==> config.mk <==
export PLATFORM = sky130hd
export DESIGN_NAME = m5_ddram_arbiter
export DESIGN_NICKNAME = d
export VERILOG_FILES = /design/src/rtl/m5_ddram_arbiter.sv
export SDC_FILE = /design/constraint.sdc
export NUM_CORES = 1
export LEC_CHECK = 0
export BUFFER_PORTS_ARGS = -buffer_cell sky130_fd_sc_hd__buf_2
export CAP_MARGIN = 10
export CORE_AREA = 2 2 139 141
export CTS_BUF_LIST = sky130_fd_sc_hd__clkbuf_4 sky130_fd_sc_hd__clkbuf_8
export DETAILED_ROUTE_END_ITERATION = 6
export DIE_AREA = 0 0 141 143
export PLACE_DENSITY = 0.84
export SYNTH_ARGS = -nofsm -noshare
export SYNTH_HDL_FRONTEND = slang
export SYNTH_SLANG_ARGS = --single-unit
==> constraint.sdc <==
create_clock -name clk_i -period 2.1 [get_ports clk_i]
set_input_delay 0.21 -clock clk_i [delete_from_list [all_inputs] [get_ports clk_i]]
set_output_delay 0.21 -clock clk_i [all_outputs]
set_load 0.02 [all_outputs]
==> src/rtl/m5_ddram_arbiter.sv <==
// DDRAM port arbiter for sordM5: loader, CPU memory extension and tape player.
// The tape player gets a one-line 64-bit read buffer, since its reads are sequential.
module m5_ddram_arbiter #(
    parameter int          ADDR_W   = 25,
    parameter logic [28:0] DDR_BASE = 29'h06000000
) (
    input  logic              clk_i,
    input  logic              reset_n_i,
    input  logic              ld_req_i,
    input  logic [ADDR_W-1:0] ld_addr_i,
    input  logic [7:0]        ld_data_i,
    output logic              ld_ack_o,
    input  logic              cpu_req_i,
    input  logic              cpu_we_i,
    input  logic [ADDR_W-1:0] cpu_addr_i,
    input  logic [7:0]        cpu_data_i,
    output logic [7:0]        cpu_data_o,
    output logic              cpu_ack_o,
    input  logic              tape_req_i,
    input  logic [ADDR_W-1:0] tape_addr_i,
    output logic [7:0]        tape_data_o,
    output logic              tape_ack_o,
    input  logic              tape_flush_i,
    output logic              DDRAM_CLK,
    input  logic              DDRAM_BUSY,
    output logic [7:0]        DDRAM_BURSTCNT,
    output logic [28:0]       DDRAM_ADDR,
    input  logic [63:0]       DDRAM_DOUT,
    input  logic              DDRAM_DOUT_READY,
    output logic              DDRAM_RD,
    output logic [63:0]       DDRAM_DIN,
    output logic [7:0]        DDRAM_BE,
    output logic              DDRAM_WE
);

    typedef enum logic [2:0] {
        S_IDLE, S_WRITE, S_RD_CMD, S_RD_WAIT, S_DONE
    } state_t;

    typedef enum logic [1:0] {R_LD, R_CPU, R_TAPE} rid_t;

    localparam int TAG_W = ADDR_W - 3;

    state_t            state_q, state_d;
    rid_t              id_q, id_d;
    logic [ADDR_W-1:0] addr_q, addr_d;
    logic              rr_q, rr_d;
    logic              valid_q, valid_d;
    logic [TAG_W-1:0]  tag_q, tag_d;
    logic [63:0]       line_q, line_d;
    logic [7:0]        cpu_data_q, cpu_data_d;
    logic [7:0]        tape_data_q, tape_data_d;
    logic              ld_ack_q, ld_ack_d;
    logic              cpu_ack_q, cpu_ack_d;
    logic              tape_ack_q, tape_ack_d;
    logic              rd_q, rd_d;
    logic              we_q, we_d;
    logic [28:0]       ddr_addr_q, ddr_addr_d;
    logic [63:0]       din_q, din_d;
    logic [7:0]        be_q, be_d;

    logic              tape_pend, tape_hit, tape_miss;
    logic              grant, g_we;
    rid_t              g_id;
    logic [ADDR_W-1:0] g_addr;
    logic [7:0]        g_data;
    logic [7:0]        rd_byte;

    // A tape request seen while its hit-ack is showing is the old one.
    assign tape_pend = tape_req_i && !tape_ack_q;
    assign tape_hit  = tape_pend && valid_q && !tape_flush_i
                    && (tag_q == tape_addr_i[ADDR_W-1:3]);
    assign tape_miss = tape_pend && !tape_hit;
    assign rd_byte   = DDRAM_DOUT[{addr_q[2:0], 3'b000} +: 8];

    always_comb begin
        state_d     = state_q;
        id_d        = id_q;
        addr_d      = addr_q;
        rr_d        = rr_q;
        valid_d     = valid_q;
        tag_d       = tag_q;
        line_d      = line_q;
        cpu_data_d  = cpu_data_q;
        tape_data_d = tape_data_q;
        ld_ack_d    = 1'b0;
        cpu_ack_d   = 1'b0;
        tape_ack_d  = 1'b0;
        rd_d        = rd_q;
        we_d        = we_q;
        ddr_addr_d  = ddr_addr_q;
        din_d       = din_q;
        be_d        = be_q;
        grant       = 1'b0;
        g_we        = cpu_we_i;
        g_id        = R_CPU;
        g_addr      = cpu_addr_i;
        g_data      = cpu_data_i;
        unique case (state_q)
            S_IDLE: begin
                if (ld_req_i) begin
                    grant  = 1'b1;
                    g_we   = 1'b1;
                    g_id   = R_LD;
                    g_addr = ld_addr_i;
                    g_data = ld_data_i;
                end else if (cpu_req_i && (!tape_miss || !rr_q)) begin
                    grant = 1'b1;
                    rr_d  = 1'b1;
                end else if (tape_miss) begin
                    grant  = 1'b1;
                    g_we   = 1'b0;
                    g_id   = R_TAPE;
                    g_addr = tape_addr_i;
                    rr_d   = 1'b0;
                end else if (tape_hit) begin
                    tape_ack_d  = 1'b1;
                    tape_data_d = line_q[{tape_addr_i[2:0], 3'b000} +: 8];
                end
                if (grant) begin
                    id_d       = g_id;
                    addr_d     = g_addr;
                    ddr_addr_d = DDR_BASE + 29'(g_addr[ADDR_W-1:3]);
                    be_d       = 8'b1 << g_addr[2:0];
                    din_d      = {8{g_data}};
                    we_d       = g_we;
                    rd_d       = !g_we;
                    state_d    = g_we ? S_WRITE : S_RD_CMD;
                end
            end
            S_WRITE: begin
                if (!DDRAM_BUSY) begin
                    we_d      = 1'b0;
                    ld_ack_d  = (id_q == R_LD);
                    cpu_ack_d = (id_q == R_CPU);
                    state_d   = S_DONE;
                    if (valid_q && tag_q == addr_q[ADDR_W-1:3]) begin
                        valid_d = 1'b0;
                    end
                end
            end
            S_RD_CMD: begin
                if (!DDRAM_BUSY) begin
                    rd_d    = 1'b0;
                    state_d = S_RD_WAIT;
                end
            end
            S_RD_WAIT: begin
                if (DDRAM_DOUT_READY) begin
                    state_d = S_DONE;
                    if (id_q == R_TAPE) begin
                        tape_data_d = rd_byte;
                        tape_ack_d  = 1'b1;
                        line_d      = DDRAM_DOUT;
                        tag_d       = addr_q[ADDR_W-1:3];
                        valid_d     = 1'b1;
                    end else begin
                        cpu_data_d = rd_byte;
                        cpu_ack_d  = 1'b1;
                    end
                end
            end
            S_DONE: state_d = S_IDLE;
            default: state_d = S_IDLE;
        endcase
        if (tape_flush_i) begin
            valid_d = 1'b0;
        end
    end

    always_ff @(posedge clk_i or negedge reset_n_i) begin
        if (!reset_n_i) begin
            state_q     <= S_IDLE;
            id_q        <= R_LD;
            addr_q      <= '0;
            rr_q        <= 1'b0;
            valid_q     <= 1'b0;
            tag_q       <= '0;
            line_q      <= '0;
            cpu_data_q  <= '0;
            tape_data_q <= '0;
            ld_ack_q    <= 1'b0;
            cpu_ack_q   <= 1'b0;
            tape_ack_q  <= 1'b0;
            rd_q        <= 1'b0;
            we_q        <= 1'b0;
            ddr_addr_q  <= '0;
            din_q       <= '0;
            be_q        <= '0;
        end else begin
            state_q     <= state_d;
            id_q        <= id_d;
            addr_q      <= addr_d;
            rr_q        <= rr_d;
            valid_q     <= valid_d;
            tag_q       <= tag_d;
            line_q      <= line_d;
            cpu_data_q  <= cpu_data_d;
            tape_data_q <= tape_data_d;
            ld_ack_q    <= ld_ack_d;
            cpu_ack_q   <= cpu_ack_d;
            tape_ack_q  <= tape_ack_d;
            rd_q        <= rd_d;
            we_q        <= we_d;
            ddr_addr_q  <= ddr_addr_d;
            din_q       <= din_d;
            be_q        <= be_d;
        end
    end

    assign ld_ack_o       = ld_ack_q;
    assign cpu_ack_o      = cpu_ack_q;
    assign tape_ack_o     = tape_ack_q;
    assign cpu_data_o     = cpu_data_q;
    assign tape_data_o    = tape_data_q;
    assign DDRAM_CLK      = clk_i;
    assign DDRAM_BURSTCNT = 8'd1;
    assign DDRAM_ADDR     = ddr_addr_q;
    assign DDRAM_RD       = rd_q;
    assign DDRAM_WE       = we_q;
    assign DDRAM_DIN      = din_q;
    assign DDRAM_BE       = be_q;

endmodule

==> metrics.cfg, run 1 <==
[outcome]
status=complete, but fails checks
violations=setup timing

[global_route]
grt_pass1_vias=7468
grt_usage=0.282
antenna_found_initial=4
grt_pass1_wl_um=42200
grt-ovfl-total=0
grt_max_degree=57

[drt]
postRouteAntennaNets=0
wl_per_cell_um=21.3
vias=7154
drt-initial-drc-count=347
wirelength_um=28300
vias_per_cell=5.39
drc=0
drtPass1Iterations=4
met3WireLength_um=1700
wl_met1_um=9830
routed.top_layer=met4
dr_wl_met2_um=15600

[sta]
setup_viol=55
grt_setup_unrepaired=yes
fin_crit_sh=1.11
whs_ps=14.0
report.final.hold_viol_count=0
final_max_slew_viol_count=0
fin_skew_ps=19.3
slew_headroom=0.630
finalCriticalPeriod_ps=2330
final.setup.tns_ps=-8390
final.setup.worst_slack_ps=-231
fmax_ghz=0.429
worst_slew_pin_slew_ps=555

[setup_path]
critPathRequiredTime_ps=2560
path_max_fanout=5
startpoint_type=register
cp.arrival_ps=2790
criticalPathCategory=reg2reg
worstSetupEndpointType=register
cpMaxStageDelayCell=dfrtp_1
max_stage_delay_ps=420
crit_chain=xnor2_1 > nand4_1 > buf_4 > or4_4 > nor3_4 > a211o_1 > or2_1 > o21ai_1

[clock_network]
clkTransAtPathRegs_ps=100
cts_tree=done
insertion_delay_ps=580

[placement]
gp_congestion=0.868
dp_hpwl_um=18800
dpl_worst_slack_ps=-156
dpl-instance-area_sq_mm=0.0100
place_inst=1156
place.port_buffers=281

[final_layout]
final_cell_area_sq_mm=0.0120
area_growth_pct=37.0
stdcell_count=1327
fillers=1370
drive_above_1_share=0.526
fin_nets=1240

[logic_synthesis]
synth_edf_count=0
synth_ff_type=dfrtp_1
yosysTopAreaCell=dfrtp_1
netlist.area_leader.share=0.444
synthTopCellsByArea=dfrtp_1 (44%), mux2_2 (16%), buf_4 (8.7%)
synth-async-reset-ratio=1.00
synth_fa_ha_area_frac=0
yosys.area_share.xor_xnor=0.0439
netlist_area_sq_mm=0.00878
yosys_warnings=0
synthMuxAreaShare=0.287
yosys.area_share.simple=0.0658
syn_inst=726
ys_types=47
ys_ff_latch=156
synth-compound-area-share=0.0555
synth_top_family_by_area=multiplexers
ys_seq_area_frac=0.444
synth_area_per_cell_sq_um=12.1

[pwr]
peakVddDrop_mv=0.710
p_sw_frac=0.426
p_per_area_mw_per_mm2=1290
p_seq_frac=0.341
p_comb_frac=0.503
clockPowerShare=0.156
p_switching_w=0.00660
p_leak_nw=5.86
intPower_w=0.00888

[hold_path]
hold_path.class=in2reg

[floorplan]
die_h_um=143
rows=50
die_w_um=141
pin_count=295
start_util=0.473
coreArea_sq_mm=0.0186
die_area_sq_mm=0.0202

[run]
drv_cap=0

[power groups by stage]
stage,combinational [W],sequential [W],clock (W)
floorplan,0.00510,0.00533,0.0000556
global placement,0.00656,0.00519,0.0000445
detailed placement,0.00669,0.00526,0.0000445
CTS,0.00748,0.00521,0.00246
global route,0.00827,0.00542,0.00261
finish,0.00778,0.00528,0.00242
[metrics by stage]
stage	power, W	utilization
after floorplan	0.0105	-
after global placement	0.0118	0.539
after detailed placement	0.0120	0.539
after CTS	0.0152	0.638
after global routing	0.0163	0.648
final	0.0155	0.648
[worst paths after layout]
check	startpoint	endpoint	slack (ps)	cells past startpoint
min in group asynchronous	reset_n_i	line_q[44]$_DFFE_PN0P_	180	2
max	tag_q[12]$_DFFE_PN0P_	DDRAM_BE[0]$_DFFE_PN0P_	-230	8
max reg2reg	tag_q[12]$_DFFE_PN0P_	DDRAM_BE[0]$_DFFE_PN0P_	-230	8
min	ld_addr_i[4]	addr_q[4]$_DFFE_PN0P_	10	4
max in group asynchronous	reset_n_i	tag_q[3]$_DFFE_PN0P_	1180	3
min reg2reg	DDRAM_BE[7]$_DFFE_PN0P_	DDRAM_BE[7]$_DFFE_PN0P_	500	2
[cells in the mapped netlist (2+ instances only)]
master,count
nand2_1,64
a221o_1,3
buf_2,16
nor2_1,5
mux4_2,32
nor4_1,3
dfrtp_1,156
nor3_2,2
xor2_1,5
nand3_1,6
mux2i_1,35
buf_1,5
nor3_1,5
xnor2_1,39
or2_2,2
a22o_1,5
nor2b_1,5
nand4_1,9
buf_4,102
mux2_2,128
clkbuf_1,8
a31oi_1,2
o21ai_0,46
a21oi_1,9
a211o_1,3
nand2b_1,7
a211oi_1,3
conb_1,2
[worst max-delay path: cells and delay by family (launching register included)]
kind	cells	cell delay, ps
AOI/OAI and AO/OA	2	330
xor gates and xnor gates	1	240
buffers and inverters	1	210
DFF	1	420
and+or+nand+nor	4	1020
[cell families after synthesis]
group | count (synthesis)
muxes | 196
DFF | 156
buffers and inverters | 132
xor gates and xnor gates | 44
and+or+nand+nor | 117
other | 2
AOI/OAI and AO/OA | 79
[final cells by class]
cell class / count / area (sq um) / area share
sequential: 156 / 3900 / 0.324
inverter: 1 / 3.75 / 0.000312
clock inverter: 15 / 144 / 0.0120
clock buffer: 21 / 280 / 0.0233
multi-input combinational: 449 / 4200 / 0.349
tap: 234 / 293 / 0.0243
timing repair buffer: 447 / 3190 / 0.265
antenna: 4 / 10.0 / 0.000832
[placed cells by master, fill, tap and decap left out, types with 12 or more instances in the layout]
cell	count
nand2_2	12
xnor2_1	36
conb_1	13
mux2i_1	35
mux4_2	32
dfrtp_1	156
clkbuf_8	20
dlygate4sd3_1	109
buf_4	34
o21ai_0	13
mux2_2	120
o21ai_1	29
nand2_1	49
buf_2	280
[state kept, by name, indices dropped and copies added, names as in the netlist, 3 cells and up]
signal / count
tape_data_o: 8
state_q: 3
cpu_data_o: 8
line_q: 64
DDRAM_BE: 8
tag_q: 22
addr_q: 24
DDRAM_DIN: 8
[repair_timing]
action	in CTS	in global routing
hold buffers	109	0
pin swaps	18	17
cloned	5	1
hold endpoints to repair	164	0
setup endpoints to repair	49	55
setup buffers	13	5
gates resized for setup	47	49
[metal layers]
| layer | up-vias | GRT usage |
|---|---|---|
| met5 | - | 0 |
| met2 | 322 | 0.533 |
| li1 | 3200 | - |
| met4 | 0 | 0.146 |
| met1 | 3566 | 0.292 |
| met3 | 66 | 0.0637 |
(Power assumes the default switching activity.)
==> inputs of run 2 (changes only) <==
==> constraint.sdc (replaced) <==
create_clock -name clk_i -period 2.1 [get_ports clk_i]
set_input_delay 0.105 -clock clk_i [delete_from_list [all_inputs] [get_ports clk_i]]
set_output_delay 0.105 -clock clk_i [all_outputs]
set_load 0.02 [all_outputs]
==> run 2 against run 1 <==
The run still ends with setup timing left. Sequential cell count stayed put. Register-to-register slack better by 70 ps. Largest cell class unchanged. Global-route usage up 0.073 points.
==> metrics.cfg, run 2 (synthesis results as in run 1) <==
[final_layout]
largest_register=line_q  ; unchanged
layout_commonest_cell=buf_2  ; unchanged
final_cell_area_sq_mm=0.0124  ; was 0.0120 sq mm
area_growth_pct=41.6  ; was 37.0%
fillers=1329  ; was 1370
fin_nets=1270  ; was 1240
layout.area.seq_sq_mm=0.00391  ; was 0.00390 sq mm
layout_common_cells=buf_2 (280), dfrtp_1 (155), dlygate4sd3_1 (142)  ; was buf_2 (280), dfrtp_1 (156), mux2_2 (120)
multi_input_area_sq_mm=0.00422  ; was 0.00420 sq mm
reg_top3=line_q x64, addr_q x24, tag_q x22  ; unchanged
largest_reg_flops=64  ; unchanged
drive_above_1_share=0.520  ; was 0.526

[hold_path]
hold_start=tape_addr_i[5]  ; was ld_addr_i[4]
hold_path.class=in2reg  ; unchanged
worstHoldEndpoint=addr_q[5]$_DFFE_PN0P_  ; was addr_q[4]$_DFFE_PN0P_
whs_path_depth=4  ; unchanged

[setup_path]
reg2reg_depth=9  ; was 8
critPathRequiredTime_ps=2550  ; was 2560 ps
path_max_fanout=11  ; was 5
cp.arrival_ps=2720  ; was 2790 ps
criticalPathCategory=reg2reg  ; unchanged
worstSetupEndpointType=register  ; unchanged
reg2reg_setup_slack_ps=-160  ; was -230 ps
r2r_start=tag_q[8]$_DFFE_PN0P_  ; was tag_q[12]$_DFFE_PN0P_
r2r_end=addr_q[16]$_DFFE_PN0P_  ; was DDRAM_BE[0]$_DFFE_PN0P_
startpoint_type=register  ; unchanged

[sta]
fmax_ghz=0.442  ; was 0.429 GHz
setup_viol=55  ; unchanged
final.setup.worst_slack_ps=-161  ; was -231 ps
fin_skew_ps=18.3  ; was 19.3 ps
slew_headroom=0.626  ; was 0.630
worst_slew_pin_slew_ps=560  ; was 555 ps
report.final.hold_viol_count=0  ; unchanged
finalCriticalPeriod_ps=2260  ; was 2330 ps
fin_crit_sh=1.08  ; was 1.11
final_max_slew_viol_count=0  ; unchanged
grt_setup_unrepaired=yes  ; unchanged
whs_ps=7.89  ; was 14.0 ps

[placement]
dpl_worst_slack_ps=-32.3  ; was -156 ps
gp_congestion=0.857  ; was 0.868
place.port_buffers=281  ; unchanged
dp_hpwl_um=19400  ; was 18800 um
dpl-instance-area_sq_mm=0.0100  ; about the same

[floorplan]
die_h_um=143  ; unchanged
rows=50  ; unchanged
coreArea_sq_mm=0.0186  ; unchanged
die_w_um=141  ; unchanged
pin_count=295  ; unchanged
die_area_sq_mm=0.0202  ; unchanged
start_util=0.473  ; unchanged

[global_route]
grt_max_degree=68  ; was 57
antenna_found_initial=2  ; was 4
grt_pass1_wl_um=42300  ; was 42200 um
grt_pass1_vias=7656  ; was 7468
grt_usage=0.283  ; was 0.282
grt-ovfl-total=0  ; unchanged

[run]
drv_cap=0  ; unchanged

[clock_network]
clkTransAtPathRegs_ps=100  ; about the same
cts_tree=done  ; unchanged
insertion_delay_ps=560  ; was 580 ps

[drt]
drc=0  ; unchanged
vias=7409  ; was 7154
drtPass1Iterations=5  ; was 4
drt-initial-drc-count=361  ; was 347
wl_per_cell_um=22.1  ; was 21.3 um
postRouteAntennaNets=0  ; unchanged
vias_per_cell=5.47  ; was 5.39
wirelength_um=29900  ; was 28300 um

[pwr]
peakVddDrop_mv=0.665  ; was 0.710 mV
p_leak_nw=6.03  ; was 5.86 nW
p_per_area_mw_per_mm2=1300  ; was 1290 mW/mm^2
power_w=0.0162  ; was 0.0155 W

[outcome]
violations=setup timing  ; unchanged
status=complete, but fails checks  ; unchanged

-- run 2: report_power, final --
group / internal (W) / leakage, nW / switching, W / total [W]
combinational: 0.00398 / 3.76 / 0.00431 / 0.00829
sequential: 0.00415 / 2.04 / 0.00118 / 0.00533
clock: 0.00126 / 0.228 / 0.00130 / 0.00257
-- run 2: layout make-up --
type / count / share of cell area
Multi-Input combinational cell: 449 / 0.340
Sequential cell: 156 / 0.314
Timing Repair Buffer: 477 / 0.286
Clock buffer: 24 / 0.0248
Tap cell: 234 / 0.0235
Clock inverter: 12 / 0.0113
Antenna cell: 2 / 0.000402
Inverter: 1 / 0.000302
-- run 2: stage by stage --
stage                util  setup TNS (ps)  instances
floorplan               -               0        737
global placement    0.538               0       1153
detailed placement  0.538            -187       1153
CTS                 0.640            -177       1331
global route        0.669          -10700       1355
finish              0.669           -4880       1355
-- run 2: routing by layer --
metal  part of all wire  vias to the layer above  GRT usage
met5                  0                        -          0
met4              0.045                        0      0.146
met3              0.055                       78     0.0617
met2               0.57                      344      0.549
met1               0.33                     3740      0.282
li1                   -                     3247          -
-- run 2: what timing repair did --
action                                  4_1_cts  5_1_grt
gates cloned                                  1       10
resized for setup                             3       93
hold buffers                                136        6
endpoints found under the setup margin       22       77
buffers inserted                              6        6
hold endpoints to repair                    202        6
pin swaps                                     6       23
-- run 2: worst max-delay path by stage --
| stage | from | end | cells past startpoint |
|---|---|---|---|
| 3_5_place_dp | tag_q[1]$_DFFE_PN0P_ | DDRAM_BE[5]$_DFFE_PN0P_ | 8 |
| 3_3_place_gp | tag_q[9]$_DFFE_PN0P_ | DDRAM_BE[6]$_DFFE_PN0P_ | 7 |
| 6_report | tag_q[8]$_DFFE_PN0P_ | addr_q[16]$_DFFE_PN0P_ | 9 |
| 5_1_grt | tag_q[9]$_DFFE_PN0P_ | addr_q[15]$_DFFE_PN0P_ | 11 |
| 2_1_floorplan | tape_ack_o$_DFF_PN0_ | DDRAM_ADDR[21]$_DFFE_PN0P_ | 8 |
| 4_1_cts | tag_q[1]$_DFFE_PN0P_ | addr_q[16]$_DFFE_PN0P_ | 9 |
-- run 2: worst max-delay path, stage by stage, from the launching register on --
cell and delay (ps):
dfrtp_1 420, xnor2_1 240, nand4_1 240, nor3_4 290, buf_6 170, a21oi_4 80, buf_12 160, mux2_2 280
mux2i_1 180, o21ai_1 90
==> inputs of run 3 (changes only) <==
Settings changed: GPL_TIMING_DRIVEN set to 0.
==> run 3 against run 2 <==
The run still ends with setup timing left. First-iteration DRC count up 67%. Worst hold slack about the same. Sequential power up 0.8%. Core utilization up 6.5 points. Sequential share of layout area down 2.8 points. Final cell count up 9.7%. Critical endpoint is now addr_q[5]$_DFFE_PN0P_.
==> metrics.cfg, run 3 (synthesis results as in run 1) <==
[setup_path]
cp.arrival_ps=2910  ; was 2720 ps
reg2reg_setup_slack_ps=-350  ; was -160 ps
startpoint_type=register  ; unchanged
critPathRequiredTime_ps=2560  ; was 2550 ps
criticalPathCategory=reg2reg  ; unchanged
reg2reg_depth=11  ; was 9
worstSetupEndpointType=register  ; unchanged
path_max_fanout=6  ; was 11

[clock_network]
insertion_delay_ps=580  ; was 560 ps
cts_tree=done  ; unchanged
clkTransAtPathRegs_ps=80  ; was 100 ps

[sta]
final.setup.tns_ps=-13870  ; was -4880 ps
fin_skew_ps=23.2  ; was 18.3 ps
fin_crit_sh=1.17  ; was 1.08
worst_slew_pin_slew_ps=1050  ; was 560 ps
grt_setup_unrepaired=yes  ; unchanged
finalCriticalPeriod_ps=2450  ; was 2260 ps
slew_headroom=0.297  ; was 0.626
setup_viol=57  ; was 55
final.setup.worst_slack_ps=-351  ; was -161 ps
final_max_slew_viol_count=0  ; unchanged
fmax_ghz=0.408  ; was 0.442 GHz
report.final.hold_viol_count=0  ; unchanged

[drt]
drtPass1Iterations=5  ; unchanged
drc=0  ; unchanged
postRouteAntennaNets=0  ; unchanged
wirelength_um=34300  ; was 29900 um
vias_per_cell=5.59  ; was 5.47
vias=8308  ; was 7409
wl_per_cell_um=23.1  ; was 22.1 um
drt-initial-drc-count=603  ; was 361

[hold_path]
whs_path_depth=4  ; unchanged
hold_path.class=in2reg  ; unchanged

[final_layout]
reg_top3=line_q x64, addr_q x24, tag_q x22  ; unchanged
layout.area.seq_sq_mm=0.00390  ; was 0.00391 sq mm
fillers=1156  ; was 1329
final_cell_area_sq_mm=0.0137  ; was 0.0124 sq mm
drive_above_1_share=0.585  ; was 0.520
fin_nets=1405  ; was 1270
layout_common_cells=buf_2 (279), dfrtp_1 (156), dlygate4sd3_1 (152)  ; was buf_2 (280), dfrtp_1 (155), dlygate4sd3_1 (142)
largest_reg_flops=64  ; unchanged
layout_commonest_cell=buf_2  ; unchanged
largest_register=line_q  ; unchanged
multi_input_area_sq_mm=0.00445  ; was 0.00422 sq mm
area_growth_pct=55.4  ; was 41.6%
antenna_cells=0  ; was 2

[placement]
dp_hpwl_um=20100  ; was 19400 um
place.port_buffers=278  ; was 281
dpl-instance-area_sq_mm=0.0106  ; was 0.0100 sq mm
gp_congestion=0.891  ; was 0.857

[global_route]
grt_usage=0.326  ; was 0.283
grt_pass1_wl_um=48900  ; was 42300 um
grt_pass1_vias=8734  ; was 7656
grt-ovfl-total=0  ; unchanged
grt_max_degree=106  ; was 68
antenna_found_initial=0  ; was 2

[outcome]
status=complete, but fails checks  ; unchanged
violations=setup timing  ; unchanged

[floorplan]
rows=50  ; unchanged
die_h_um=143  ; unchanged
pin_count=295  ; unchanged
die_w_um=141  ; unchanged
die_area_sq_mm=0.0202  ; unchanged
start_util=0.473  ; unchanged
coreArea_sq_mm=0.0186  ; unchanged

[pwr]
peakVddDrop_mv=0.707  ; was 0.665 mV
p_per_area_mw_per_mm2=1310  ; was 1300 mW/mm^2
p_leak_nw=6.71  ; was 6.03 nW

[run]
drv_cap=0  ; unchanged

==> run 3: cell types whose count changed in the layout (fill, tap and decap cells not counted), sizes merged <==
cell         change
buf            +125
clkbuf           -1
clkinv           -5
clkinvlp         +3
diode            -2
dlygate4sd3     +10
inv              +2
==> run 3: path summary, 6_finish.rpt <==
path | from | end
setup reg to reg | tag_q[5]$_DFFE_PN0P_ | addr_q[5]$_DFFE_PN0P_
hold / removal | tape_addr_i[24] | DDRAM_ADDR[21]$_DFFE_PN0P_
hold reg to reg | DDRAM_BE[5]$_DFFE_PN0P_ | DDRAM_BE[5]$_DFFE_PN0P_
setup / recovery | tag_q[5]$_DFFE_PN0P_ | addr_q[5]$_DFFE_PN0P_
max in group asynchronous | reset_n_i | tag_q[6]$_DFFE_PN0P_
min in group asynchronous | reset_n_i | line_q[59]$_DFFE_PN0P_
==> run 3: routing by layer <==
metal / share of wire / global-route usage / vias to the layer above
li1: - / - / 3525
met1: 0.33 / 0.341 / 4105
met2: 0.53 / 0.601 / 520
met3: 0.067 / 0.0677 / 158
met4: 0.066 / 0.197 / 0
met5: 0 / 0 / -
==> run 3: power breakdown <==
part	switching (W)	leakage [nW]	internal, W
registers	0.00123	2.04	0.00415
logic	0.00488	4.45	0.00499
clock network	0.00133	0.215	0.00126
total	0.00743	6.71	0.0104
==> run 3: per-stage QoR <==
| step | total power (W) | cells | setup WS, ps | hold WS, ps | util |
|---|---|---|---|---|---|
| 2_1_floorplan | 0.0105 | 737 | 23.1 | -191 | - |
| 3_3_place_gp | 0.0127 | 1249 | -1460 | 277 | 0.566 |
| 3_5_place_dp | 0.0129 | 1250 | -506 | 47.4 | 0.568 |
| 4_1_cts | 0.0168 | 1471 | -176 | 18.8 | 0.713 |
| 5_1_grt | 0.0186 | 1487 | -392 | 15.9 | 0.735 |
| 6_report | 0.0178 | 1487 | -351 | 7.77 | 0.735 |
==> run 3: timing repair <==
item	in CTS	in global routing
setup endpoints to repair	152	134
pin swaps	21	5
buffers inserted	30	17
endpoints found under the hold margin	259	0
hold buffers	152	0
gates resized for setup	143	70
cloned	6	2
==> run 3: cell type report <==
class,instances,area share
Buffer,129,0.0792
Multi-Input combinational cell,449,0.326
Inverter,1,0.000275
Clock buffer,23,0.0221
Clock inverter,12,0.0101
Tap cell,234,0.0214
Sequential cell,156,0.286
Timing Repair Buffer,483,0.255
==> run 3: critical path, stage by stage (launching register included) <==
cell,delay (ps)
dfrtp_1,430
xnor2_1,260
nand4_1,160
buf_4,190
nor3_4,170
buf_6,150
a21oi_4,70
o31ai_4,280
buf_6,210
buf_12,110
a21oi_2,30
a221o_1,250
